### src/rtl/mem_burst_if.sv
// Memory-side bus between the burst initiator (master) and the single-port
// valid/ready memory responder (slave).
interface mem_burst_if #(
  parameter int WIDTH      = 8,
  parameter int ADDR_WIDTH = 3
);
  logic [ADDR_WIDTH-1:0] mem_addr;
  logic [WIDTH-1:0]      mem_w_data;
  logic                  mem_wr_rd;
  logic                  mem_valid;
  logic [WIDTH-1:0]      mem_r_data;
  logic                  mem_ready;

  modport master (
    output mem_addr, mem_w_data, mem_wr_rd, mem_valid,
    input  mem_r_data, mem_ready
  );

  modport slave (
    input  mem_addr, mem_w_data, mem_wr_rd, mem_valid,
    output mem_r_data, mem_ready
  );
endinterface

### src/rtl/mem_burst_initiator.sv
// Burst initiator: takes one host command, issues one valid pulse per beat to
// the memory, streams read data back and reports completion or timeout.
module mem_burst_initiator #(
  parameter int WIDTH      = 8,
  parameter int ADDR_WIDTH = 3,
  parameter int LEN_WIDTH  = 4,
  parameter int TIMEOUT    = 15
) (
  input  logic                  clk_i,
  input  logic                  rst_ni,
  input  logic                  cmd_valid_i,
  output logic                  cmd_ready_o,
  input  logic                  cmd_wr_i,
  input  logic [ADDR_WIDTH-1:0] cmd_addr_i,
  input  logic [LEN_WIDTH-1:0]  cmd_len_i,
  input  logic [WIDTH-1:0]      cmd_seed_i,
  mem_burst_if.master           mem,
  output logic [WIDTH-1:0]      rd_data_o,
  output logic                  rd_valid_o,
  output logic                  busy_o,
  output logic                  done_o,
  output logic                  err_o,
  output logic [1:0]            dbg_state_o
);
  // Handshakes: a command transfers on the rising edge where cmd_valid_i and
  // cmd_ready_o are both high; a memory beat is one mem_valid cycle followed
  // by WAIT until the responder raises mem_ready for one cycle.
  typedef enum logic [1:0] {IDLE, ISSUE, WAIT, DONE} state_e;

  localparam int TW = $clog2(TIMEOUT + 1);

  state_e                state_q;
  logic                  wr_q;
  logic [ADDR_WIDTH-1:0] addr_q;
  logic [WIDTH-1:0]      wdata_q;
  logic                  valid_q;
  logic [LEN_WIDTH-1:0]  len_q;
  logic [LEN_WIDTH-1:0]  beat_q;
  logic [TW-1:0]         to_q;
  logic [WIDTH-1:0]      rd_data_q;
  logic                  rd_valid_q;
  logic                  done_q;
  logic                  err_q;

  always_ff @(posedge clk_i or negedge rst_ni) begin
    if (!rst_ni) begin
      state_q    <= IDLE;
      wr_q       <= 1'b0;
      addr_q     <= '0;
      wdata_q    <= '0;
      valid_q    <= 1'b0;
      len_q      <= '0;
      beat_q     <= '0;
      to_q       <= '0;
      rd_data_q  <= '0;
      rd_valid_q <= 1'b0;
      done_q     <= 1'b0;
      err_q      <= 1'b0;
    end else begin
      rd_valid_q <= 1'b0;
      case (state_q)
        IDLE: begin
          if (cmd_valid_i) begin
            wr_q    <= cmd_wr_i;
            addr_q  <= cmd_addr_i;
            len_q   <= cmd_len_i;
            beat_q  <= '0;
            valid_q <= 1'b1;
            if (cmd_wr_i) wdata_q <= cmd_seed_i;
            state_q <= ISSUE;
          end
        end
        ISSUE: begin
          valid_q <= 1'b0;
          to_q    <= '0;
          state_q <= WAIT;
        end
        WAIT: begin
          if (mem.mem_ready) begin
            if (!wr_q) begin
              rd_data_q  <= mem.mem_r_data;
              rd_valid_q <= 1'b1;
            end
            if (beat_q == len_q) begin
              done_q  <= 1'b1;
              state_q <= DONE;
            end else begin
              // Address and data wrap naturally at their register widths.
              addr_q  <= addr_q + 1'b1;
              if (wr_q) wdata_q <= wdata_q + 1'b1;
              beat_q  <= beat_q + 1'b1;
              valid_q <= 1'b1;
              state_q <= ISSUE;
            end
          end else if (to_q == TW'(TIMEOUT - 1)) begin
            err_q   <= 1'b1;
            done_q  <= 1'b1;
            state_q <= DONE;
          end else begin
            to_q <= to_q + 1'b1;
          end
        end
        DONE: begin
          done_q  <= 1'b0;
          err_q   <= 1'b0;
          state_q <= IDLE;
        end
        default: state_q <= IDLE;
      endcase
    end
  end

  assign cmd_ready_o    = (state_q == IDLE);
  assign busy_o         = (state_q != IDLE);
  assign dbg_state_o    = state_q;
  assign mem.mem_addr   = addr_q;
  assign mem.mem_w_data = wdata_q;
  assign mem.mem_wr_rd  = wr_q;
  assign mem.mem_valid  = valid_q;
  assign rd_data_o      = rd_data_q;
  assign rd_valid_o     = rd_valid_q;
  assign done_o         = done_q;
  assign err_o          = err_q;
endmodule

### src/flat_wrapper.sv
// flat-port wrapper written by rule: the top's interface ports become plain ports
module mem_burst_initiator_flat 
#(
  parameter int WIDTH      = 8,
  parameter int ADDR_WIDTH = 3,
  parameter int LEN_WIDTH  = 4,
  parameter int TIMEOUT    = 15
)
  (clk_i, rst_ni, cmd_valid_i, cmd_ready_o, cmd_wr_i, cmd_addr_i, cmd_len_i, cmd_seed_i, rd_data_o, rd_valid_o, busy_o, done_o, err_o, dbg_state_o, mem_mem_addr, mem_mem_w_data, mem_mem_wr_rd, mem_mem_valid, mem_mem_r_data, mem_mem_ready);
  mem_burst_if #(.WIDTH(WIDTH), .ADDR_WIDTH(ADDR_WIDTH)) mem_i ();
  input  logic clk_i;
  input  logic rst_ni;
  input  logic cmd_valid_i;
  output logic cmd_ready_o;
  input  logic cmd_wr_i;
  input  logic [ADDR_WIDTH-1:0] cmd_addr_i;
  input  logic [LEN_WIDTH-1:0] cmd_len_i;
  input  logic [WIDTH-1:0] cmd_seed_i;
  output logic [WIDTH-1:0] rd_data_o;
  output logic rd_valid_o;
  output logic busy_o;
  output logic done_o;
  output logic err_o;
  output logic [1:0] dbg_state_o;
  output wire logic [$bits(mem_i.mem_addr)-1:0] mem_mem_addr;
  output wire logic [$bits(mem_i.mem_w_data)-1:0] mem_mem_w_data;
  output wire logic [$bits(mem_i.mem_wr_rd)-1:0] mem_mem_wr_rd;
  output wire logic [$bits(mem_i.mem_valid)-1:0] mem_mem_valid;
  input wire logic [$bits(mem_i.mem_r_data)-1:0] mem_mem_r_data;
  input wire logic [$bits(mem_i.mem_ready)-1:0] mem_mem_ready;
  assign mem_mem_addr = mem_i.mem_addr;
  assign mem_mem_w_data = mem_i.mem_w_data;
  assign mem_mem_wr_rd = mem_i.mem_wr_rd;
  assign mem_mem_valid = mem_i.mem_valid;
  assign mem_i.mem_r_data = mem_mem_r_data;
  assign mem_i.mem_ready = mem_mem_ready;
  mem_burst_initiator #(.WIDTH(WIDTH), .ADDR_WIDTH(ADDR_WIDTH), .LEN_WIDTH(LEN_WIDTH), .TIMEOUT(TIMEOUT)) u_core (.clk_i(clk_i), .rst_ni(rst_ni), .cmd_valid_i(cmd_valid_i), .cmd_ready_o(cmd_ready_o), .cmd_wr_i(cmd_wr_i), .cmd_addr_i(cmd_addr_i), .cmd_len_i(cmd_len_i), .cmd_seed_i(cmd_seed_i), .mem(mem_i), .rd_data_o(rd_data_o), .rd_valid_o(rd_valid_o), .busy_o(busy_o), .done_o(done_o), .err_o(err_o), .dbg_state_o(dbg_state_o));
endmodule
### config.mk
export PLATFORM = sky130hd
export DESIGN_NAME = mem_burst_initiator_flat
export DESIGN_NICKNAME = d
export VERILOG_FILES = /design/src/rtl/mem_burst_if.sv /design/src/rtl/mem_burst_initiator.sv /design/src/flat_wrapper.sv
export SDC_FILE = /design/constraint.sdc
export NUM_CORES = 1
export LEC_CHECK = 0
export CAP_MARGIN = 10
export CORE_UTILIZATION = 48
export DETAILED_ROUTE_END_ITERATION = 16
export PLACE_DENSITY = 0.77
export SLEW_MARGIN = 40
export SYNTH_ARGS = -nofsm -noshare
export SYNTH_HDL_FRONTEND = slang
export SYNTH_SLANG_ARGS = --single-unit
### constraint.sdc
create_clock -name clk_i -period 2.35 [get_ports clk_i]
set_input_delay 0.47 -clock clk_i [delete_from_list [all_inputs] [get_ports clk_i]]
set_output_delay 0.47 -clock clk_i [all_outputs]
set_load 0.02 [all_outputs]
==> implementation parameters <==
Parameter                              Value

GRT
  Overall fraction of global-route tracks in use ... 23.88%
  Pin count of the biggest net entering global routing ... 39
  First-pass GRT wire length ... 7928 µm
  Congestion Overflow GR ... 0
  Number of global-route vias before repair ... 1676
  Initial antenna violation count ... 0

Synthesis
  Number of nets produced by synthesis ... 229
  Post-synthesis instance area ... 0.002021 mm²
  Cells after synthesis ... 196
  Number of library cell types mapped by synthesis ... 42
  Post-synthesis sequential area ratio ... 47.06%
  Mean cell area of the mapped netlist ... 10.31 µm²
  Number of warning messages in the yosys log ... 0
  Synth Register Bits ... 38

Floorplan
  FP Rows ... 23
  Die Span X ... 66.88 µm
  I/O pin cnt ... 56
  Overall die area ... 0.004473 mm²
  Initial core utilization ... 50.16%
  Die Span Y ... 66.88 µm
  Placeable Area ... 0.004029 mm²

Power and ir drop
  Worst-case vdd ir drop ... 0.7051 mV
  Clock group share of total power ... 17.6%
  Switching share of power ... 40.12%
  Pint ... 2.289 mW
  Net switching component of the power ... 1.533 mW
  Register share of total power ... 31.7%
  Leakage ... 1.188 nW
  Power density relative to cell area ... 1368 mW/mm²
  Logic gate share of total power ... 50.7%

Critical path
  Reg2Reg Capture Point ... u_core.beat_q[0]
  Number of buffer and inverter stages on the critical path ... 2
  Setup Crit Path Kind ... reg2out
  Chain of cells forming the critical path ... nor2_1 -> inv_1 -> clkdlybuf4s50_1
  Worst stage delay on the critical path ... 0.65 ns
  Max FO, Critical Path ... 15
  Worst setup SP type ... flop
  Largest delay contributor family on the critical path ... buffers and inverters
  Critical Path Slowest Stage Cell ... sky130_fd_sc_hd__dfrtp_1
  Data arrival time of the critical path ... 1.78 ns
  Worst setup path start ... u_core.dbg_state_o[1]
  Worst R2R Setup Slack ... 0.39 ns
  Launching point of the worst reg2reg path ... u_core.dbg_state_o[1]
  Required time of the critical path ... 1.88 ns
  Worst r2r path cells ... 5
  Setup crit end kind ... output port

Routing
  Total wire length after detailed routing ... 4706 µm
  Antenna Violating Nets Remaining ... 0
  DR WL/cell ... 15.23 µm
  Number of remaining DRC errors ... 0
  Number of DRC markers in iteration 0 ... 121
  First-pass iteration count of the detailed router ... 5
  Per-cell via count in the routed design ... 5.670
  Total via count in the routed design ... 1752

Job
  Max capacitance violation total ... 0

Clock tree
  Hold buffer count at CTS ... 0
  Clock tree from TritonCTS ... built
  Buffer count from post-CTS setup fixing ... 0
  Clock transition at the register clock pins on the worst setup and hold paths after CTS ... 0.08 ns
  Root buf cell ... sky130_fd_sc_hd__clkbuf_8
  Number of buffers created by CTS ... 5
  Number of levels the H-tree was split into ... 2
  Maximum clock insertion buffer count ... 2
  Insertion delay to the later sink of the worst-skew pair ... 0.30 ns
  TritonCTS sink count ... 38
  Post-CTS Resized ... 0

Timing
  Worst Skew ... 0.01006 ns
  Transition time at the pin with the least slew margin ... 0.5014 ns
  Relative slew slack ... 66.35%
  Post-route worst setup slack ... 0.1025 ns
  Time the worst path needs with I/O delays and setup ... 2.247 ns
  Fin. Hold Viols ... 0
  Maximum achievable frequency ... 444.9 MHz
  Final sum of negative setup slack ... 0 ns
  Number of slew-limit violations in the final report ... 0
  Period utilisation layout ... 95.64%
  Post-Route Hold Slack ... 0.1275 ns
  Unrepaired setup endpoints after global routing ... false
  Final-report setup violation count ... 0

Finish
  Sequential cell area ... 950.9 µm²
  Fraction of layout instances using a drive strength above 1 ... 16.22%
  Most frequent standard cell in the layout excluding fill and tap cells ... sky130_fd_sc_hd__clkdlybuf4s50_1
  Area Growth Syn to Fin ... 38.27%
  Post-layout net count ... 291
  Most frequent cells in the layout ... sky130_fd_sc_hd__clkdlybuf4s50_1, sky130_fd_sc_hd__dfrtp_1, sky130_fd_sc_hd__mux2_2, sky130_fd_sc_hd__nand2_1
  FILL cells ... 321
  Footprint of the multi-input gates ... 993.5 µm²
  Antenna diode count ... 0

Place
  Last weighted congestion value of the routability-driven placer ... 0.8660
  Input/output buffers ... 55
  Setup slack after placement ... 0.1833 ns
  Placed wire-length estimate ... 3268 µm

Min path
  Worst min path class ... in2async

Status
  Outcome ... finished, final reports clean
## cell type report
type                       count  area share [%]
multi-input combinational    140           35.56
clock buffer                   5           2.463
tap                           50           2.239
clock inverter                 3           2.463
sequential                    38           34.03
inverter                       9           1.209
timing repair buffer          64           22.03
## power by group through the flow
| stage | logic, mW | registers [mW] | clock network (mW) |
|---|---|---|---|
| floorplan | 0.943 | 1.40 | 0 |
| detailed placement | 1.94 | 1.22 | 0 |
| global placement | 1.90 | 1.20 | 0 |
| finish | 1.94 | 1.21 | 0.674 |
| global route | 2.13 | 1.26 | 0.709 |
| CTS | 1.95 | 1.21 | 0.687 |
## cell families after synthesis
logic type                 share of synthesized area, %
buffers and inverters                             3.777
and+or+nand+nor                                   17.21
AOI/OAI and AO/OA                                 16.97
muxes                                             10.15
DFF                                               47.06
adders and majority gates                         3.096
xor gates and xnor gates                          1.734
## stage by stage
step                instance area, µm²  power (mW)  std cells  util (%)
floorplan                         2021       2.339        196         -
global placement                  2654       3.100        301     65.87
detailed placement                2656       3.155        301     65.93
CTS                               2794       3.846        309     69.35
global route                      2794       4.094        309     69.35
finish                            2794       3.822        309     69.35
## per-layer routing
| metal | GRT usage (%) | up-vias | part of all wire [%] |
|---|---|---|---|
| met2 | 37.63 | 80 | 45 |
| met1 | 31.18 | 821 | 45 |
| met4 | 7.979 | 0 | 1.6 |
| li1 | - | 841 | - |
| met5 | 0 | - | 0 |
| met3 | 6.849 | 10 | 8.1 |
## registers in the layout, summed over array words and instances (netlist names)
name	flops
u_core.mem.mem_w_data	8
u_core.rd_data_o	8
u_core.beat_q	4
u_core.len_q	4
u_core.to_q	4
u_core.mem.mem_addr	3
u_core.dbg_state_o	2
u_core.done_o	1
u_core.err_o	1
u_core.mem.mem_valid	1
u_core.mem.mem_wr_rd	1
u_core.rd_valid_o	1
## cells in the mapped netlist (all sizes together)
cell type,number,share of area (%)
nor2b,2,0.62
ha,5,3.1
buf,2,0.80
a21o,2,0.74
o21a,1,0.37
nor3,5,1.8
a31oi,1,0.31
a22o,1,0.43
nand2,16,3.0
a221oi,3,1.3
dfrtp,38,47
a2bb2oi,7,3.0
o22ai,3,0.93
and3,3,0.93
mux2,17,9.7
nand2b,3,0.93
a22oi,2,0.74
nand3,11,2.7
mux2i,1,0.50
clkbuf,7,1.3
o21ai,13,3.2
nor4b,1,0.43
and4,2,0.87
xor2,4,1.7
a221o,1,0.50
a31o,1,0.43
a21oi,10,2.8
nor4,2,1.4
and3b,1,0.43
a211oi,5,2.1
or4,1,0.37
nor3b,1,0.62
nor2,12,2.2
nand4,3,0.93
inv,9,1.7
## how the worst max path moves through the flow
stage | depth (start not counted) | slack, ns | end
3_3_place_gp | 5 | 0.20 | u_core.beat_q[0]
5_1_grt | 3 | 0.03 | busy_o
6_report | 3 | 0.10 | busy_o
2_1_floorplan | 4 | 0.40 | busy_o
3_5_place_dp | 5 | 0.18 | u_core.beat_q[0]
4_1_cts | 3 | 0.09 | busy_o
(Power assumes the default switching activity.)
